===== config.mk =====
export PLATFORM = sky130hd
export DESIGN_NAME = sram_port_arbiter
export DESIGN_NICKNAME = d
export VERILOG_FILES = /design/src/rtl/sram_port_arbiter.sv
export SDC_FILE = /design/constraint.sdc
export NUM_CORES = 1
export LEC_CHECK = 0
export BUFFER_PORTS_ARGS = -buffer_cell sky130_fd_sc_hd__buf_4
export CAP_MARGIN = 20
export CORE_AREA = 2 2 106 108
export DETAILED_ROUTE_END_ITERATION = 8
export DIE_AREA = 0 0 108 110
export GPL_TIMING_DRIVEN = 0
export MAX_ROUTING_LAYER = met4
export PLACE_DENSITY = 0.7
export REMOVE_ABC_BUFFERS = 1
export SETUP_SLACK_MARGIN = 0.5
export SYNTH_ARGS = -nofsm -noshare
export SYNTH_HDL_FRONTEND = slang
export SYNTH_SLANG_ARGS = --single-unit
export TNS_END_PERCENT = 1

===== constraint.sdc =====
create_clock -name clk -period 4.5 [get_ports clk]
set_clock_uncertainty 0.15 [all_clocks]
set_input_delay 0.225 -clock clk [delete_from_list [all_inputs] [get_ports clk]]
set_output_delay 0.225 -clock clk [all_outputs]
set_load 0.005 [all_outputs]

===== src/rtl/sram_port_arbiter.sv =====
// Merges the instruction-fetch and load/store request ports onto one synchronous single-port SRAM.
// Data requests win, except that a fetch waiting behind STARVE_LIMIT consecutive data grants gets the next contested cycle.
module sram_port_arbiter #(
    parameter int STARVE_LIMIT = 4,
    parameter int ADDR_W       = 32
) (
    input  logic              clk,
    input  logic              reset,

    input  logic              inst_req,
    input  logic [ADDR_W-1:0] inst_addr,
    output logic              inst_addr_ok,
    output logic              inst_data_ok,
    output logic [31:0]       inst_rdata,

    input  logic              data_req,
    input  logic              data_wr,
    input  logic [3:0]        data_wstrb,
    input  logic [ADDR_W-1:0] data_addr,
    input  logic [31:0]       data_wdata,
    output logic              data_addr_ok,
    output logic              data_data_ok,
    output logic [31:0]       data_rdata,

    output logic              mem_en,
    output logic [3:0]        mem_we,
    output logic [ADDR_W-1:0] mem_addr,
    output logic [31:0]       mem_wdata,
    input  logic [31:0]       mem_rdata
);

    localparam int STREAK_W = $clog2(STARVE_LIMIT + 1);
    localparam logic [STREAK_W-1:0] STREAK_MAX = STREAK_W'(STARVE_LIMIT);

    typedef enum logic [1:0] {
        OWN_NONE = 2'd0,
        OWN_INST = 2'd1,
        OWN_DATA = 2'd2
    } owner_e;

    owner_e              resp_owner_q, resp_owner_d;
    logic                resp_load_q, resp_load_d;
    logic [STREAK_W-1:0] streak_q, streak_d;
    logic [31:0]         inst_hold_q, inst_hold_d;
    logic [31:0]         data_hold_q, data_hold_d;

    logic force_inst;
    logic grant_data;
    logic grant_inst;
    logic data_load_rsp;

    // Grants are forced low during reset so nothing is accepted while the pipeline is clearing.
    always_comb begin
        force_inst = inst_req & data_req & (streak_q == STREAK_MAX);
        grant_data = ~reset & data_req & ~force_inst;
        grant_inst = ~reset & inst_req & ~grant_data;
    end

    assign inst_addr_ok = grant_inst;
    assign data_addr_ok = grant_data;

    assign mem_en    = grant_data | grant_inst;
    assign mem_we    = (grant_data & data_wr) ? data_wstrb : 4'b0000;
    assign mem_addr  = grant_data ? data_addr : inst_addr;
    assign mem_wdata = data_wdata;

    assign inst_data_ok  = (resp_owner_q == OWN_INST);
    assign data_data_ok  = (resp_owner_q == OWN_DATA);
    assign data_load_rsp = data_data_ok & resp_load_q;

    assign inst_rdata = inst_data_ok  ? mem_rdata : inst_hold_q;
    assign data_rdata = data_load_rsp ? mem_rdata : data_hold_q;

    // NOTE: every variable gets its default first, so no path through this block can infer a latch.
    always_comb begin
        resp_owner_d = OWN_NONE;
        resp_load_d  = 1'b0;
        streak_d     = streak_q;
        inst_hold_d  = inst_hold_q;
        data_hold_d  = data_hold_q;

        if (grant_data) begin
            resp_owner_d = OWN_DATA;
            resp_load_d  = ~data_wr;
        end else if (grant_inst) begin
            resp_owner_d = OWN_INST;
        end

        // Streak counts data grants that a waiting fetch lost; any fetch grant or idle fetch port clears it.
        if (grant_inst || !inst_req) begin
            streak_d = '0;
        end else if (grant_data && streak_q != STREAK_MAX) begin
            streak_d = streak_q + 1'b1;
        end

        if (inst_data_ok) begin
            inst_hold_d = mem_rdata;
        end
        if (data_load_rsp) begin
            data_hold_d = mem_rdata;
        end
    end

    // NOTE: state uses non-blocking assignments and clears asynchronously, dropping any pending response at once.
    always_ff @(posedge clk or posedge reset) begin
        if (reset) begin
            resp_owner_q <= OWN_NONE;
            resp_load_q  <= 1'b0;
            streak_q     <= '0;
            inst_hold_q  <= '0;
            data_hold_q  <= '0;
        end else begin
            resp_owner_q <= resp_owner_d;
            resp_load_q  <= resp_load_d;
            streak_q     <= streak_d;
            inst_hold_q  <= inst_hold_d;
            data_hold_q  <= data_hold_d;
        end
    end

endmodule


# [Yosys cells after proc, flatten, opt, wreduce, memory -nomap -nowiden]
# Cells that the tools add are included.
[totals] register_bits=70 in_bits=137 wordCells=36
[classes] add_sub_neg=1 eq_ne=4 mux=9 n_bitwise=13 n_reduce_logical=4
[op_table] operator="$mux 32" n=3
[op_table] operator="$and 1x1->1" n=8
[op_table] operator="$mux 3" n=2
[op_table] operator="$mux 4" n=1
[op_table] operator="$not 1->1" n=4
[op_table] operator="$add 3x1->3 const B" n=1
[op_table] operator="$eq 3x3->1 const B" n=1
[op_table] operator="$ne 3x3->1 const B" n=1
[op_table] operator="$eq 2x1->1 const B" n=1
[op_table] operator="$eq 2x2->1 const B" n=1
[op_table] operator="$mux 1" n=2
[op_table] operator="$mux 2" n=1
[op_table] operator="$reduce_bool 2->1" n=1
[op_table] operator="$logic_and 1x1->1" n=1
[op_table] operator="$logic_not 1->1" n=1
[op_table] operator="$logic_or 1x1->1" n=1
[op_table] operator="$or 1x1->1" n=1

# [Logic depth before layout (Yosys ltp)]
[depth] word_depth=8 ltp_mapped=6 depth_no_buf=6

# [Worst setup path before layout]
# OpenSTA, ideal clock, no wires.
[synth_path] path_kind="input-to-output" startpoint="in reset" endpoint="out mem_addr[22]" arrival_ps=1981 slack_ps=2144 path_stages=5 path_cell_list="buf_6 > clkinv_2 > nand3_4 > buf_6 > mux2_4"
[synth_between] elab_chain_cells=4
[synth_rtl] item="from (decl)" line_no="8" rtl="input logic reset,"
[synth_rtl] item="$not 1->1" line_no="55" rtl="grant_data = ~reset & data_req & ~force_inst;"
[synth_rtl] item="$and 1x1->1 (2 in series)" line_no="55"
[synth_rtl] item="$mux 32" line_no="64" rtl="assign mem_addr = grant_data ? data_addr : inst_addr;"
[synth_rtl] item="to (decl)" line_no="27" rtl="output logic [ADDR_W-1:0] mem_addr,"
# No other way between the ends.

# [Worst setup path in the final report]
[layout_path] startpoint="in reset" endpoint="out mem_we[3]"
[layout_between] elab_chain_cells=5
[layout_rtl] item="$not 1->1" line_no="55"
[layout_rtl] item="$and 1x1->1 (2 in series)" line_no="55"
[layout_rtl] item="$and 1x1->1" line_no="63" rtl="assign mem_we = (grant_data & data_wr) ? data_wstrb : 4'b0000;"
[layout_rtl] item="$mux 4" line_no="63"
[layout_rtl] item="to (decl)" line_no="26" rtl="output logic [3:0] mem_we,"
# No other way between the ends.

==> impl_results.md <==
* Status: complete, no violations
* Layout cells sized above 1 at 0.642
* RSZ-0062 raised after global routing: false
* Leakage at slightly below 3 nW
* Vias in the first global route at 2,838
* Syn. warnings at 0
* Post-DRT Antenna Nets at 0
* Slew @ Worst Pin at 0.617 ns
* Worst-skew pair later-pin latency at between 0.3 and 0.4 ns
* Final Power at 1.90 mW
* P_sw at 512 uW
* First-pass GRT wire length at around 16,000 um
* Vias at 2,687
* DRC viols at 0
* Syn Std Cell Area at approximately 3600 um2
* Largest family of logic cells by synthesized area: multiplexers
* Worst-path clk slew at 0.08 ns
* Total GRT Usage at 0.195
* Cell Count, Final, Fillers Out at 601
* IO Pins at 274
* Final hold vios at 0
* H-Tree Depth at 3
* # rows at 38
* Clock share of power at 0.237
* Int Pwr at 1.39 mW
* Final setup viols at 0
* GP Congestion at 0.780
* CTS Hold Bufs at 35
* Post-CTS Resized at 0
* Hold WS at ~0.062 ns
* I/O Buffers at roughly 210
* Max-slew violation count at 0
* CTS Buf Count at 9
* Pre-antenna DRT Iters at 3
* Overall die width at 108 um
* Worst vdd ir at 0.132 mV
* Layout fillers at slightly above 900
* Sw Share at 0.270
* Post-synthesis cell type count at 23
* Hpwl dp at around 9000 um
* TritonCTS Sinks at 70
* Relative slew slack at 0.589
* Crit Path Category: input port to output port
* Minimum clock period at 2.92 ns
* Simple-Gate Fraction of Synth Area at 0.0360
* GRT overflow at 0
* Req. time, crit path at 4.12 ns
* Final Util at 0.524
* Synth Register Bits at 70
* ANT cells at 0
* Power per cell area at 339 nW/um2
* Synth Area in Compound Gates at 0.00969
* Combinational share of power at 0.344
* Initial drt markers at between 100 and 150
* Core area at 10,700 um2
* Endpoint class of the critical path: output port
* Layout Nets at 595
* Die area at 11,900 um2
* R2R setup slack at 2.63 ns
* Max Cap Viol at 0
* Post-CTS setup buffers at 0
* Max Fclk at 342 MHz
* Synth Area in Adders at 0.00692
* Mux share of post-synthesis cell area at 0.360
* Synthesis-to-layout area growth at 55.0%
* Sequential area share after synthesis at 0.485
* Initial antenna violation count at 0
* CTS tree: yes
* Placed insts at 550
* Startpoint types: input port
* Min-Delay Path Class: input port to register
* Mean number of vias per cell at between 4 and 5
* Post-synthesis cell count at 241
* Clock root buffer: clkbuf_8
* Maximum root-to-sink buffer count at 2
* Period utilization at 0.650
* Initial Utilization at 0.338
* Xor/xnor share of the synthesized area at 0
* Max Fanout on Critical Path at 34
* Post-Route WL at 11,400 um
* Die height at 110 um
* Largest net degree at the start of global routing at slightly below 50
* Seq pwr share at 0.419
* Total Neg Setup Slack at 0 ns
* Crit path DAT at 2.55 ns
* Synth Area per Inst at 15.0 um2
* DR WL/cell at 18.9 um
[flip-flops by register name (all words and copies together) (netlist names)]
register	cells
data_hold_q	32
inst_hold_q	32
resp_load_q	1
resp_owner_q	2
streak_q	3
[worst max-delay path, stage by stage]
cell,delay [ns]
dlygate4sd3_1,0.53
buf_4,0.15
clkinv_2,0.40
nand3_4,0.61
inv_1,0.21
and3_1,0.25
buf_4,0.14
[final timing paths]
path / cells past startpoint / startpoint / endpoint
setup / recovery: 7 / reset / mem_we[3]
hold / removal: 3 / data_req / streak_q[2]$_DFFE_PP0P_
setup reg to reg: 5 / streak_q[0]$_DFFE_PP0P_ / resp_owner_q[1]$_DFF_PP0_
hold reg to reg: 1 / inst_hold_q[24]$_DFF_PP0_ / inst_hold_q[24]$_DFF_PP0_
max in group asynchronous: 4 / reset / data_hold_q[24]$_DFF_PP0_
min in group asynchronous: 3 / reset / streak_q[2]$_DFFE_PP0P_
[final cells by class]
class                      instances  area, um2  share of cell area
tap                              140        175              0.0313
multi-input combinational        124       1500               0.268
sequential                        70       1750               0.313
timing repair buffer             247       1990               0.355
clock buffer                      10        128              0.0228
clock inverter                     6       46.3             0.00826
inverter                           4       16.3             0.00290
[synth_stat cells, drive strengths merged]
cell type  count  area [um2]
nor2b          1        6.26
and2b          1        7.51
dfrtp         70        1750
clkinv         1        5.00
buf           43         354
nor2           3        11.3
nand3          4        32.5
a21boi         4        30.0
mux2          96        1300
ha             2        25.0
nor3b          4        30.0
and3           4        25.0
nand2          4        17.5
o21ai          1        5.00
inv            3        11.3
[logic make-up (layout without fill, tap and decap cells)]
family | after synthesis | count (layout)
mux | 96 | 96
compound gates | 5 | 5
fa+ha+maj | 2 | 2
buf+inv | 47 | 267
flops | 70 | 70
simple gates | 21 | 21
[cells in the final DEF (no fill, tap or decap), drive strengths merged]
| cell type | n |
|---|---|
| nand2 | 4 |
| and3 | 4 |
| buf | 212 |
| o21ai | 1 |
| and2b | 1 |
| dlygate4sd3 | 35 |
| ha | 2 |
| inv | 4 |
| clkbuf | 10 |
| clkinvlp | 2 |
| nor3b | 4 |
| nor2 | 3 |
| mux2 | 96 |
| dfrtp | 70 |
| nand3 | 4 |
| nor2b | 1 |
| a21boi | 4 |
| clkinv | 4 |
[layer usage]
layer | vias up | GRT usage | share of wire
met5 | - | - | 0
met4 | 0 | 0.0659 | 0.017
met3 | 12 | 0.0947 | 0.11
met2 | 172 | 0.329 | 0.51
met1 | 1275 | 0.201 | 0.36
li1 | 1228 | - | -
[metrics by stage]
step	cell area (um2)	setup slack, ns
after floorplan	3260	1.74
after detailed placement	5080	2.08
after CTS	5600	1.51
after global routing	5600	1.30
after global placement	5000	0.601
final	5600	1.58
[power groups by stage]
| stage | sequential, mW | combinational [mW] | clock [mW] |
|---|---|---|---|
| 6_report | 0.795 | 0.653 | 0.451 |
| 5_1_grt | 0.809 | 0.704 | 0.512 |
| 4_1_cts | 0.796 | 0.663 | 0.470 |
| 3_5_place_dp | 0.808 | 0.634 | 0 |
| 3_3_place_gp | 0.799 | 0.620 | 0 |
| 2_1_floorplan | 0.793 | 0.267 | 0 |
(Power assumes the default switching activity.)
